**config.mk**
```make
export PLATFORM = sky130hd
export DESIGN_NAME = mem_bus_arbiter_flat
export DESIGN_NICKNAME = d
export VERILOG_FILES = /design/src/rtl/mem_bus_arbiter_if.sv /design/src/rtl/mem_bus_arbiter.sv /design/src/flat_wrapper.sv
export SDC_FILE = /design/constraint.sdc
export NUM_CORES = 1
export LEC_CHECK = 0
export ABC_AREA = 0
export ABC_CLOCK_PERIOD_IN_PS = 2630
export CAP_MARGIN = 20
export CORE_ASPECT_RATIO = 0.6
export CORE_MARGIN = 2
export CORE_UTILIZATION = 42
export CTS_CLUSTER_SIZE = 10
export DETAILED_ROUTE_END_ITERATION = 8
export GPL_ROUTABILITY_DRIVEN = 0
export PLACE_DENSITY = 0.9
export SYNTH_ARGS = -nofsm -noshare
export SYNTH_HDL_FRONTEND = slang
export SYNTH_SLANG_ARGS = --single-unit
```
**constraint.sdc**
```tcl
create_clock -name clk -period 2.63 [get_ports clk]
set_input_delay 0.263 -clock clk [delete_from_list [all_inputs] [get_ports clk]]
set_output_delay 0.263 -clock clk [all_outputs]
set_load 0.05 [all_outputs]
```
**src/rtl/mem_bus_arbiter_if.sv**
```systemverilog
`default_nettype none
// +--------------------------------------------------------------------------+
// | Module   : mem_bus_arbiter_if                                            |
// | Purpose  : Signal bundle for the two-master memory arbiter. Carries the  |
// |            instruction fetch port (i_*), the data access port (d_*) and  |
// |            the shared slave port (m_*).                                  |
// | Modports : slave  - arbiter seen as a slave by the pipeline masters      |
// |                     (takes i_/d_ requests, returns ready and read data)  |
// |            master - arbiter seen as a master by the memory/cache slave   |
// |                     (drives m_ requests, takes m_ready and m_dataQ)      |
// | Revision : 1.0  initial release                                          |
// +--------------------------------------------------------------------------+
interface mem_bus_arbiter_if #(
   parameter int ADDR_W = 30,
   parameter int DATA_W = 32
);
   // instruction fetch port (read-only)
   logic [ADDR_W-1:0] i_addr;
   logic              i_read;
   logic              i_ready;
   logic [DATA_W-1:0] i_dataQ;
   // data access port
   logic [ADDR_W-1:0] d_addr;
   logic [DATA_W-1:0] d_dataD;
   logic              d_read;
   logic              d_write;
   logic [3:0]        d_byteSel;
   logic              d_ready;
   logic [DATA_W-1:0] d_dataQ;
   // shared slave port
   logic [ADDR_W-1:0] m_addr;
   logic [DATA_W-1:0] m_dataD;
   logic              m_read;
   logic              m_write;
   logic [3:0]        m_byteSel;
   logic              m_ready;
   logic [DATA_W-1:0] m_dataQ;

   modport slave (
      input  i_addr, i_read, d_addr, d_dataD, d_read, d_write, d_byteSel,
      output i_ready, i_dataQ, d_ready, d_dataQ
   );

   modport master (
      output m_addr, m_dataD, m_read, m_write, m_byteSel,
      input  m_ready, m_dataQ
   );
endinterface
`default_nettype wire

```
**src/rtl/mem_bus_arbiter.sv**
```systemverilog
`default_nettype none
// +--------------------------------------------------------------------------+
// | Module   : mem_bus_arbiter                                               |
// | Purpose  : Shares one memory port between the instruction fetch port     |
// |            and the data access port. Data has fixed priority; a starve  |
// |            counter lets fetch win after STARVE_LIMIT lost decisions.     |
// |            The IDLE winner is passed straight through (zero latency);    |
// |            a transaction that waits is held from latched fields.        |
// | Ports    : clk     - clock                                               |
// |            rst     - synchronous reset, active-high                      |
// |            pipe    - i_/d_ master side (slave modport)                   |
// |            mem     - m_ slave side (master modport)                      |
// |            grant_o - current owner: 00 none, 01 inst, 10 data            |
// | Revision : 1.0  initial release                                          |
// +--------------------------------------------------------------------------+
module mem_bus_arbiter #(
   parameter int ADDR_W       = 30,
   parameter int DATA_W       = 32,
   parameter int STARVE_LIMIT = 4
) (
   input  logic              clk,
   input  logic              rst,
   mem_bus_arbiter_if.slave  pipe,
   mem_bus_arbiter_if.master mem,
   output logic [1:0]        grant_o
);
   typedef enum logic [1:0] {
      IDLE   = 2'd0,
      BUSY_I = 2'd1,
      BUSY_D = 2'd2
   } state_t;

   localparam logic [3:0] C_LIMIT   = 4'(STARVE_LIMIT);
   localparam logic [1:0] C_G_NONE  = 2'b00;
   localparam logic [1:0] C_G_INST  = 2'b01;
   localparam logic [1:0] C_G_DATA  = 2'b10;

   state_t            state_q, state_d;
   logic [3:0]        starve_q, starve_d;
   logic [ADDR_W-1:0] addr_q, addr_d;
   logic [DATA_W-1:0] wdata_q, wdata_d;
   logic              rd_q, rd_d;
   logic              wr_q, wr_d;
   logic [3:0]        be_q, be_d;

   // fields of the transaction on the bus this cycle, before reset gating
   logic [ADDR_W-1:0] w_addr;
   logic [DATA_W-1:0] w_wdata;
   logic              w_rd;
   logic              w_wr;
   logic [3:0]        w_be;
   logic [1:0]        w_grant;
   logic              w_win_i;
   logic              w_win_d;

   // IDLE arbitration: data wins unless fetch has been starved long enough
   always_comb begin
      w_win_i = 1'b0;
      w_win_d = 1'b0;
      if (state_q == IDLE) begin
         if ((pipe.d_read | pipe.d_write) && !(pipe.i_read && starve_q == C_LIMIT))
            w_win_d = 1'b1;
         else if (pipe.i_read)
            w_win_i = 1'b1;
      end
   end

   always_comb begin
      state_d  = state_q;
      starve_d = starve_q;
      addr_d   = addr_q;
      wdata_d  = wdata_q;
      rd_d     = rd_q;
      wr_d     = wr_q;
      be_d     = be_q;
      w_addr   = '0;
      w_wdata  = '0;
      w_rd     = 1'b0;
      w_wr     = 1'b0;
      w_be     = 4'b0000;
      w_grant  = C_G_NONE;
      case (state_q)
         IDLE: begin
            if (w_win_d) begin
               // write takes precedence when both strobes are raised
               w_addr  = pipe.d_addr;
               w_wdata = pipe.d_dataD;
               w_wr    = pipe.d_write;
               w_rd    = ~pipe.d_write;
               w_be    = pipe.d_byteSel;
               w_grant = C_G_DATA;
               if (pipe.i_read && starve_q < C_LIMIT)
                  starve_d = starve_q + 4'd1;
            end else if (w_win_i) begin
               // fetch is a full-word read; write data is held at zero
               w_addr   = pipe.i_addr;
               w_rd     = 1'b1;
               w_be     = 4'b1111;
               w_grant  = C_G_INST;
               starve_d = 4'd0;
            end
            if ((w_win_d | w_win_i) && !mem.m_ready) begin
               addr_d  = w_addr;
               wdata_d = w_wdata;
               rd_d    = w_rd;
               wr_d    = w_wr;
               be_d    = w_be;
               state_d = w_win_d ? BUSY_D : BUSY_I;
            end
         end
         BUSY_I, BUSY_D: begin
            w_addr  = addr_q;
            w_wdata = wdata_q;
            w_rd    = rd_q;
            w_wr    = wr_q;
            w_be    = be_q;
            w_grant = (state_q == BUSY_D) ? C_G_DATA : C_G_INST;
            if (mem.m_ready)
               state_d = IDLE;
         end
         default: state_d = IDLE;
      endcase
   end

   always_ff @(posedge clk) begin
      if (rst) begin
         state_q  <= IDLE;
         starve_q <= 4'd0;
         addr_q   <= '0;
         wdata_q  <= '0;
         rd_q     <= 1'b0;
         wr_q     <= 1'b0;
         be_q     <= 4'b0000;
      end else begin
         state_q  <= state_d;
         starve_q <= starve_d;
         addr_q   <= addr_d;
         wdata_q  <= wdata_d;
         rd_q     <= rd_d;
         wr_q     <= wr_d;
         be_q     <= be_d;
      end
   end

   // Outputs are forced inactive combinationally while reset is held, so an
   // abandoned transaction disappears from the bus in the reset cycle itself.
   assign mem.m_addr    = rst ? '0      : w_addr;
   assign mem.m_dataD   = rst ? '0      : w_wdata;
   assign mem.m_read    = ~rst & w_rd;
   assign mem.m_write   = ~rst & w_wr;
   assign mem.m_byteSel = rst ? 4'b0000 : w_be;
   assign grant_o       = rst ? C_G_NONE : w_grant;
   assign pipe.i_ready  = ~rst & mem.m_ready & (w_grant == C_G_INST);
   assign pipe.d_ready  = ~rst & mem.m_ready & (w_grant == C_G_DATA);
   assign pipe.i_dataQ  = mem.m_dataQ;
   assign pipe.d_dataQ  = mem.m_dataQ;
endmodule
`default_nettype wire

```
**src/flat_wrapper.sv**
```systemverilog
// flat-port wrapper written by rule: the top's interface ports become plain ports
module mem_bus_arbiter_flat 
#(
   parameter int ADDR_W       = 30,
   parameter int DATA_W       = 32,
   parameter int STARVE_LIMIT = 4
)
  (clk, rst, grant_o, pipe_i_addr, pipe_i_read, pipe_d_addr, pipe_d_dataD, pipe_d_read, pipe_d_write, pipe_d_byteSel, pipe_i_ready, pipe_i_dataQ, pipe_d_ready, pipe_d_dataQ, mem_m_addr, mem_m_dataD, mem_m_read, mem_m_write, mem_m_byteSel, mem_m_ready, mem_m_dataQ);
  mem_bus_arbiter_if #(.ADDR_W(ADDR_W), .DATA_W(DATA_W)) pipe_i ();
  mem_bus_arbiter_if #(.ADDR_W(ADDR_W), .DATA_W(DATA_W)) mem_i ();
  input  logic clk;
  input  logic rst;
  output logic [1:0] grant_o;
  input wire logic [$bits(pipe_i.i_addr)-1:0] pipe_i_addr;
  input wire logic [$bits(pipe_i.i_read)-1:0] pipe_i_read;
  input wire logic [$bits(pipe_i.d_addr)-1:0] pipe_d_addr;
  input wire logic [$bits(pipe_i.d_dataD)-1:0] pipe_d_dataD;
  input wire logic [$bits(pipe_i.d_read)-1:0] pipe_d_read;
  input wire logic [$bits(pipe_i.d_write)-1:0] pipe_d_write;
  input wire logic [$bits(pipe_i.d_byteSel)-1:0] pipe_d_byteSel;
  output wire logic [$bits(pipe_i.i_ready)-1:0] pipe_i_ready;
  output wire logic [$bits(pipe_i.i_dataQ)-1:0] pipe_i_dataQ;
  output wire logic [$bits(pipe_i.d_ready)-1:0] pipe_d_ready;
  output wire logic [$bits(pipe_i.d_dataQ)-1:0] pipe_d_dataQ;
  output wire logic [$bits(mem_i.m_addr)-1:0] mem_m_addr;
  output wire logic [$bits(mem_i.m_dataD)-1:0] mem_m_dataD;
  output wire logic [$bits(mem_i.m_read)-1:0] mem_m_read;
  output wire logic [$bits(mem_i.m_write)-1:0] mem_m_write;
  output wire logic [$bits(mem_i.m_byteSel)-1:0] mem_m_byteSel;
  input wire logic [$bits(mem_i.m_ready)-1:0] mem_m_ready;
  input wire logic [$bits(mem_i.m_dataQ)-1:0] mem_m_dataQ;
  assign pipe_i.i_addr = pipe_i_addr;
  assign pipe_i.i_read = pipe_i_read;
  assign pipe_i.d_addr = pipe_d_addr;
  assign pipe_i.d_dataD = pipe_d_dataD;
  assign pipe_i.d_read = pipe_d_read;
  assign pipe_i.d_write = pipe_d_write;
  assign pipe_i.d_byteSel = pipe_d_byteSel;
  assign pipe_i_ready = pipe_i.i_ready;
  assign pipe_i_dataQ = pipe_i.i_dataQ;
  assign pipe_d_ready = pipe_i.d_ready;
  assign pipe_d_dataQ = pipe_i.d_dataQ;
  assign mem_m_addr = mem_i.m_addr;
  assign mem_m_dataD = mem_i.m_dataD;
  assign mem_m_read = mem_i.m_read;
  assign mem_m_write = mem_i.m_write;
  assign mem_m_byteSel = mem_i.m_byteSel;
  assign mem_i.m_ready = mem_m_ready;
  assign mem_i.m_dataQ = mem_m_dataQ;
  mem_bus_arbiter #(.ADDR_W(ADDR_W), .DATA_W(DATA_W), .STARVE_LIMIT(STARVE_LIMIT)) u_core (.clk(clk), .rst(rst), .pipe(pipe_i), .mem(mem_i), .grant_o(grant_o));
endmodule
```
== After elaboration in Yosys (flattened, before gate mapping) ==
Cells that the tools add are included.

* Register bits after elaboration: 74
* Word-level logic and storage cells: 71

* Add/sub/neg operators: 1
* Order comparisons: 1
* Equal/unequal tests: 8
* Multiplexer cells: 33
* Bitwise gates (word level): 9
* Reductions and logical operators: 12

{| class="wikitable"
|+ Operators with widths
! cell !! count
|-
| 30-bit two-way mux || 3
|-
| 32-bit two-way mux || 2
|-
| 32-bit one-hot mux with 2 select lines || 1
|-
| 30-bit one-hot mux with 2 select lines || 1
|-
| 4-bit two-way mux || 6
|-
| 2-bit two-way mux || 6
|-
| 1-bit two-way mux || 9
|-
| 2-bit one-hot mux with 2 select lines || 2
|-
| 4-bit one-hot mux with 2 select lines || 1
|-
| 2-bit inequality test (second input constant) || 3
|-
| 1-bit bitwise AND || 5
|-
| 4-bit by 1-bit adder with 4-bit output (second input constant) || 1
|-
| 2-bit by 1-bit == test with 1-bit output (second input constant) || 2
|-
| 2-bit == test (second input constant) || 2
|-
| 4-bit by 3-bit == test with 1-bit output (second input constant) || 1
|-
| 1-bit logical AND || 4
|-
| 4-bit by 3-bit less-than comparator with 1-bit output (second input constant) || 1
|-
| 1-bit one-hot mux with 2 select lines || 2
|-
| 2-bit AND reduction || 2
|-
| 3-bit AND reduction || 1
|-
| 1-bit zero test || 2
|-
| 2-bit zero test || 1
|-
| 1-bit inverter || 2
|-
| 1-bit bitwise OR || 2
|-
| other kinds (2) || 2
|}

== Longest topological paths before layout ==
* Word-level depth: 11
* Gate-level depth with buffers: 7
* Gate-level depth less buffers: 5

== Worst setup path after synthesis ==
OpenSTA, ideal clock, no wires.

* Path type: register to output
* Start point: register u_core.state_q[0]
* End point: output port pipe_i_ready
* Arrival time: 2.688 ns
* Required time: 2.367 ns
* Setup slack: -0.321 ns
* Cell stages (with the launch flop): 7
* Buffers on the path: 1
* Cell sequence: dfxtp_1 -> inv_1 -> ha_1 -> o21a_1 -> buf_2 -> a21oi_1 -> nor4bb_1

* Longest elaborated chain between the ends: 7

{| class="wikitable"
|+ RTL lines
! item !! line !! source
|-
| start: declaration || mem_bus_arbiter.sv:38 || <nowiki>state_t state_q, state_d;</nowiki>
|-
| start signal: assignment || mem_bus_arbiter.sv:135 || <nowiki>state_q <= state_d;</nowiki>
|-
| 2-bit zero test || mem_bus_arbiter.sv:60, mem_bus_arbiter.sv:82 ||
|-
| 1-bit two-way mux || mem_bus_arbiter.sv:60 || <nowiki>if (state_q == IDLE) begin</nowiki>
|-
| 1-bit two-way mux || mem_bus_arbiter.sv:94 || <nowiki>end else if (w_win_i) begin</nowiki>
|-
| 2-bit two-way mux || mem_bus_arbiter.sv:84 || <nowiki>if (w_win_d) begin</nowiki>
|-
| 2-bit one-hot mux with 2 select lines (*) || mem_bus_arbiter.sv:82 || <nowiki>case (state_q)</nowiki>
|-
| 2-bit by 1-bit == test with 1-bit output (*) || mem_bus_arbiter.sv:153 || <nowiki>assign pipe.i_ready = ~rst & mem.m_ready & (w_grant == C_G_INST);</nowiki>
|-
| 1-bit bitwise AND (*) || mem_bus_arbiter.sv:153 ||
|-
| end: declaration || flat_wrapper.sv:21 || <nowiki>output wire logic [$bits(pipe_i.i_ready)-1:0] pipe_i_ready;</nowiki>
|}

Mark *: on every way between the ends. The rest lies on a longest branch, timed or not.

== Final worst setup path ==
* Start point: register u_core.starve_q[0]
* End point: output port mem_m_addr[8]

* Longest elaborated chain between the ends: 10

{| class="wikitable"
|+ RTL lines
! item !! line !! source
|-
| start: declaration || mem_bus_arbiter.sv:39 || <nowiki>logic [3:0] starve_q, starve_d;</nowiki>
|-
| start signal: assignment || mem_bus_arbiter.sv:136 || <nowiki>starve_q <= starve_d;</nowiki>
|-
| 4-bit by 3-bit == test with 1-bit output (*) || mem_bus_arbiter.sv:61 || <nowiki>if ((pipe.d_read | pipe.d_write) && !(pipe.i_read && starve_q == C_LIMIT))</nowiki>
|-
| 1-bit logical AND (*) || mem_bus_arbiter.sv:61 ||
|-
| 1-bit zero test (*) || mem_bus_arbiter.sv:61 ||
|-
| 1-bit logical AND (*) || mem_bus_arbiter.sv:61 ||
|-
| 1-bit two-way mux || mem_bus_arbiter.sv:61 ||
|-
| 1-bit two-way mux || mem_bus_arbiter.sv:60 ||
|-
| 30-bit two-way mux || mem_bus_arbiter.sv:94 ||
|-
| 30-bit two-way mux (*) || mem_bus_arbiter.sv:84 ||
|-
| 30-bit one-hot mux with 2 select lines (*) || mem_bus_arbiter.sv:82 ||
|-
| 30-bit two-way mux (*) || mem_bus_arbiter.sv:147 || <nowiki>assign mem.m_addr = rst ? '0 : w_addr;</nowiki>
|-
| end: declaration || flat_wrapper.sv:25 || <nowiki>output wire logic [$bits(mem_i.m_addr)-1:0] mem_m_addr;</nowiki>
|}

Marked as above.

==> qor.yml <==
syn_nets: 693
cts-root-buf: "clkbuf_16"
io_pins: 270
p_per_area_nw_per_um2: 707.2
layout_commonest_cell: "clkdlybuf4s50_1"
slew_headroom: 0.4944
ys_seq_area_frac: 0.3114
netSwitchingFraction: 0.3922
avgSynthCellArea_um2: 8.571
clk_pin_slew_ns: 0.06
max_stage_delay_ns: 0.44
post_drt_wl_per_cell_um: 20.77
n_antenna_cell: 0
cts_hold_buf: 0
critical-path-slowest-cell: "a311oi_2"
grt_pass1_vias: 4970
p_switching_w: 0.002027
routed_via_density: 6.457
synth_area_leaders: "dfxtp_1, a22o_1, a311oi_1"
fmax_mhz: 399.9
clk_latency_ns: 0.33
synth_area_leader_cell: "dfxtp_1"
ys.flop_type: "dfxtp_1"
clock_sinks: 74
wirelength_um: 16140
fin_skew_ns: 0.008013
synth_area_um2: 4757
die_y_um: 86.44
dr_total_vias: 5017
cp_cell_sequence: "inv_1 > ha_1 > nand4b_1 > buf_6 > nand3b_1 > a311oi_2 > buf_12"
placed_cell_area_um2: 6970
grt_overflow_total: 0
finalSetupViolCount: 0
finalNonFillerCells: 777
core.rowCount: 30
crit_buf_inv: 3
rsz0062_at_grt: "no"
drc: 0
vdd_ir_drop_max_uv: 383.3
drive_gt1_frac: 0.2417
core-area_um2: 11190
p_int_w: 0.003141
antenna_found_initial: 0
fillers: 846
crit_required_ns: 2.37
p_clk_frac: 0.236
synth-warning-count: 0
crit_fanout: 24
cp-end-kind: "output pin"
start_kind: "flip-flop"
initial_core_util: 0.4253
clock_path_buffers: 2
drv_slew: 0
port_buffers: 173
seq_area_um2: 1483
leakage_nw: 2.613
grt_max_degree: 48
antenna_left: 0
maxCapViolations: 0
tns_ns: 0
fin_nets: 767
die_x_um: 141.4
synth_top_area_share: 0.3114
power_frac_seq: 0.266
path_class: "reg -> out"
finalHoldViolations: 0
grt_use_total: 0.2590
place_hpwl_um: 11400
crit_family: "buffers and inverters"
dieArea_um2: 12220
async_reset_ff_frac: 0
multi_input_area_um2: 2699
grt_first_pass_wirelength_um: 25380
cts_made_buffers: 9
fin_area_um2: 7307
dr.pass1.iters: 4
synth_cells: 555
final.period_utilization: 0.9509
min_period_ns: 2.501
crit_arrival_ns: 2.24
cts_tree: "built"
worst_slew_pin_slew_ns: 0.7482
drt_iter0_drc: 414
htree_levels: 3
p_comb_frac: 0.498
final_cell_mix: "clkdlybuf4s50_1, buf_12, dfxtp_1, a22o_1, a21oi_1"
min_path_type: "reg -> reg"
power.total_w: 0.005168
ys_ff_latch: 74
status: "completed"
area_growth_pct: 53.60
synth-edff-count: 0
synth_cell_types: 43
placed_cells: 760
## path summary, 6_finish.rpt
| check | startpoint | endpoint | slack, ns | cells past startpoint |
|---|---|---|---|---|
| setup / recovery | u_core.starve_q[0] | mem_m_addr[8] | 0.13 | 7 |
| hold / removal | u_core.wdata_q[7] | u_core.wdata_q[7] | 0.48 | 1 |
| setup reg to reg | u_core.state_q[1] | u_core.addr_q[0] | 0.50 | 7 |
| hold reg to reg | u_core.wdata_q[7] | u_core.wdata_q[7] | 0.48 | 1 |
## cell usage after synthesis, types with 2 or more instances
cell type,n
inv_1,5
nor2b_1,2
nor2_1,4
nor3_1,2
buf_6,5
o211ai_1,32
and3_1,2
ha_1,4
o41ai_1,2
clkbuf_1,44
a31oi_1,5
nor4bb_1,2
buf_1,2
nand4_1,2
buf_2,14
buf_4,64
a311oi_1,60
nand2_1,38
nand3_1,6
a21oi_1,65
a22o_1,66
nand3b_1,31
o221a_2,5
dfxtp_1,74
## kinds of logic after synthesis
family	Yosys count	share of synthesized area
compound gates	241	0.3827
mux	1	0.002367
simple gates	100	0.1244
flops	74	0.3114
buf+inv	135	0.1686
fa+ha+maj	4	0.01052
## stage by stage
stage	hold slack (ns)	setup WS, ns	util
after floorplan	0.3885	0.01827	-
after global placement	0.4626	0.03387	0.6232
after detailed placement	0.4685	-0.01597	0.6232
after CTS	0.4831	0.01931	0.6518
after global routing	0.4999	0.006290	0.6532
final	0.4816	0.1291	0.6532
## cell type report
cell class	count	area share
inverters	6	0.003082
repair buffers	192	0.3599
clock inverters	6	0.009247
clock buffers	9	0.03082
flip-flops and latches	74	0.2029
multi-input cells	346	0.3693
well taps	144	0.02466
## worst reg2reg max path, stage by stage, from the launching register on
cell and delay [ns]:
dfxtp_1 0.36, inv_1 0.17, ha_4 0.17, buf_6 0.28
nor2b_2 0.27, buf_4 0.36, a21oi_1 0.13, a311oi_1 0.28
## power by group through the flow
stage          clock (W)  sequential [W]  combinational, W
2_1_floorplan          0         0.00136           0.00173
6_report         0.00122         0.00137           0.00257
3_3_place_gp           0         0.00138           0.00247
5_1_grt          0.00131         0.00139           0.00270
4_1_cts          0.00125         0.00137           0.00256
3_5_place_dp           0         0.00139           0.00254
## metal layers
metal,global-route usage,vias to the layer above,part of all wire
met5,0,-,0
met2,0.4223,302,0.48
met4,0.06091,0,0.0068
met3,0.07790,16,0.085
met1,0.3406,2443,0.43
li1,-,2256,-
## flip-flops by register name, summed over array words and instances, names as in the netlist
| signal | count |
|---|---|
| u_core.addr_q | 30 |
| u_core.be_q | 4 |
| u_core.rd_q | 1 |
| u_core.starve_q | 4 |
| u_core.state_q | 2 |
| u_core.wdata_q | 32 |
| u_core.wr_q | 1 |
## timing repair
item,in CTS,in global routing
endpoints found under the hold margin,0,0
buffers inserted,2,0
setup endpoints to repair,62,63
gates resized for setup,2,5
pin swaps,1,2
(Power assumes the default switching activity.)
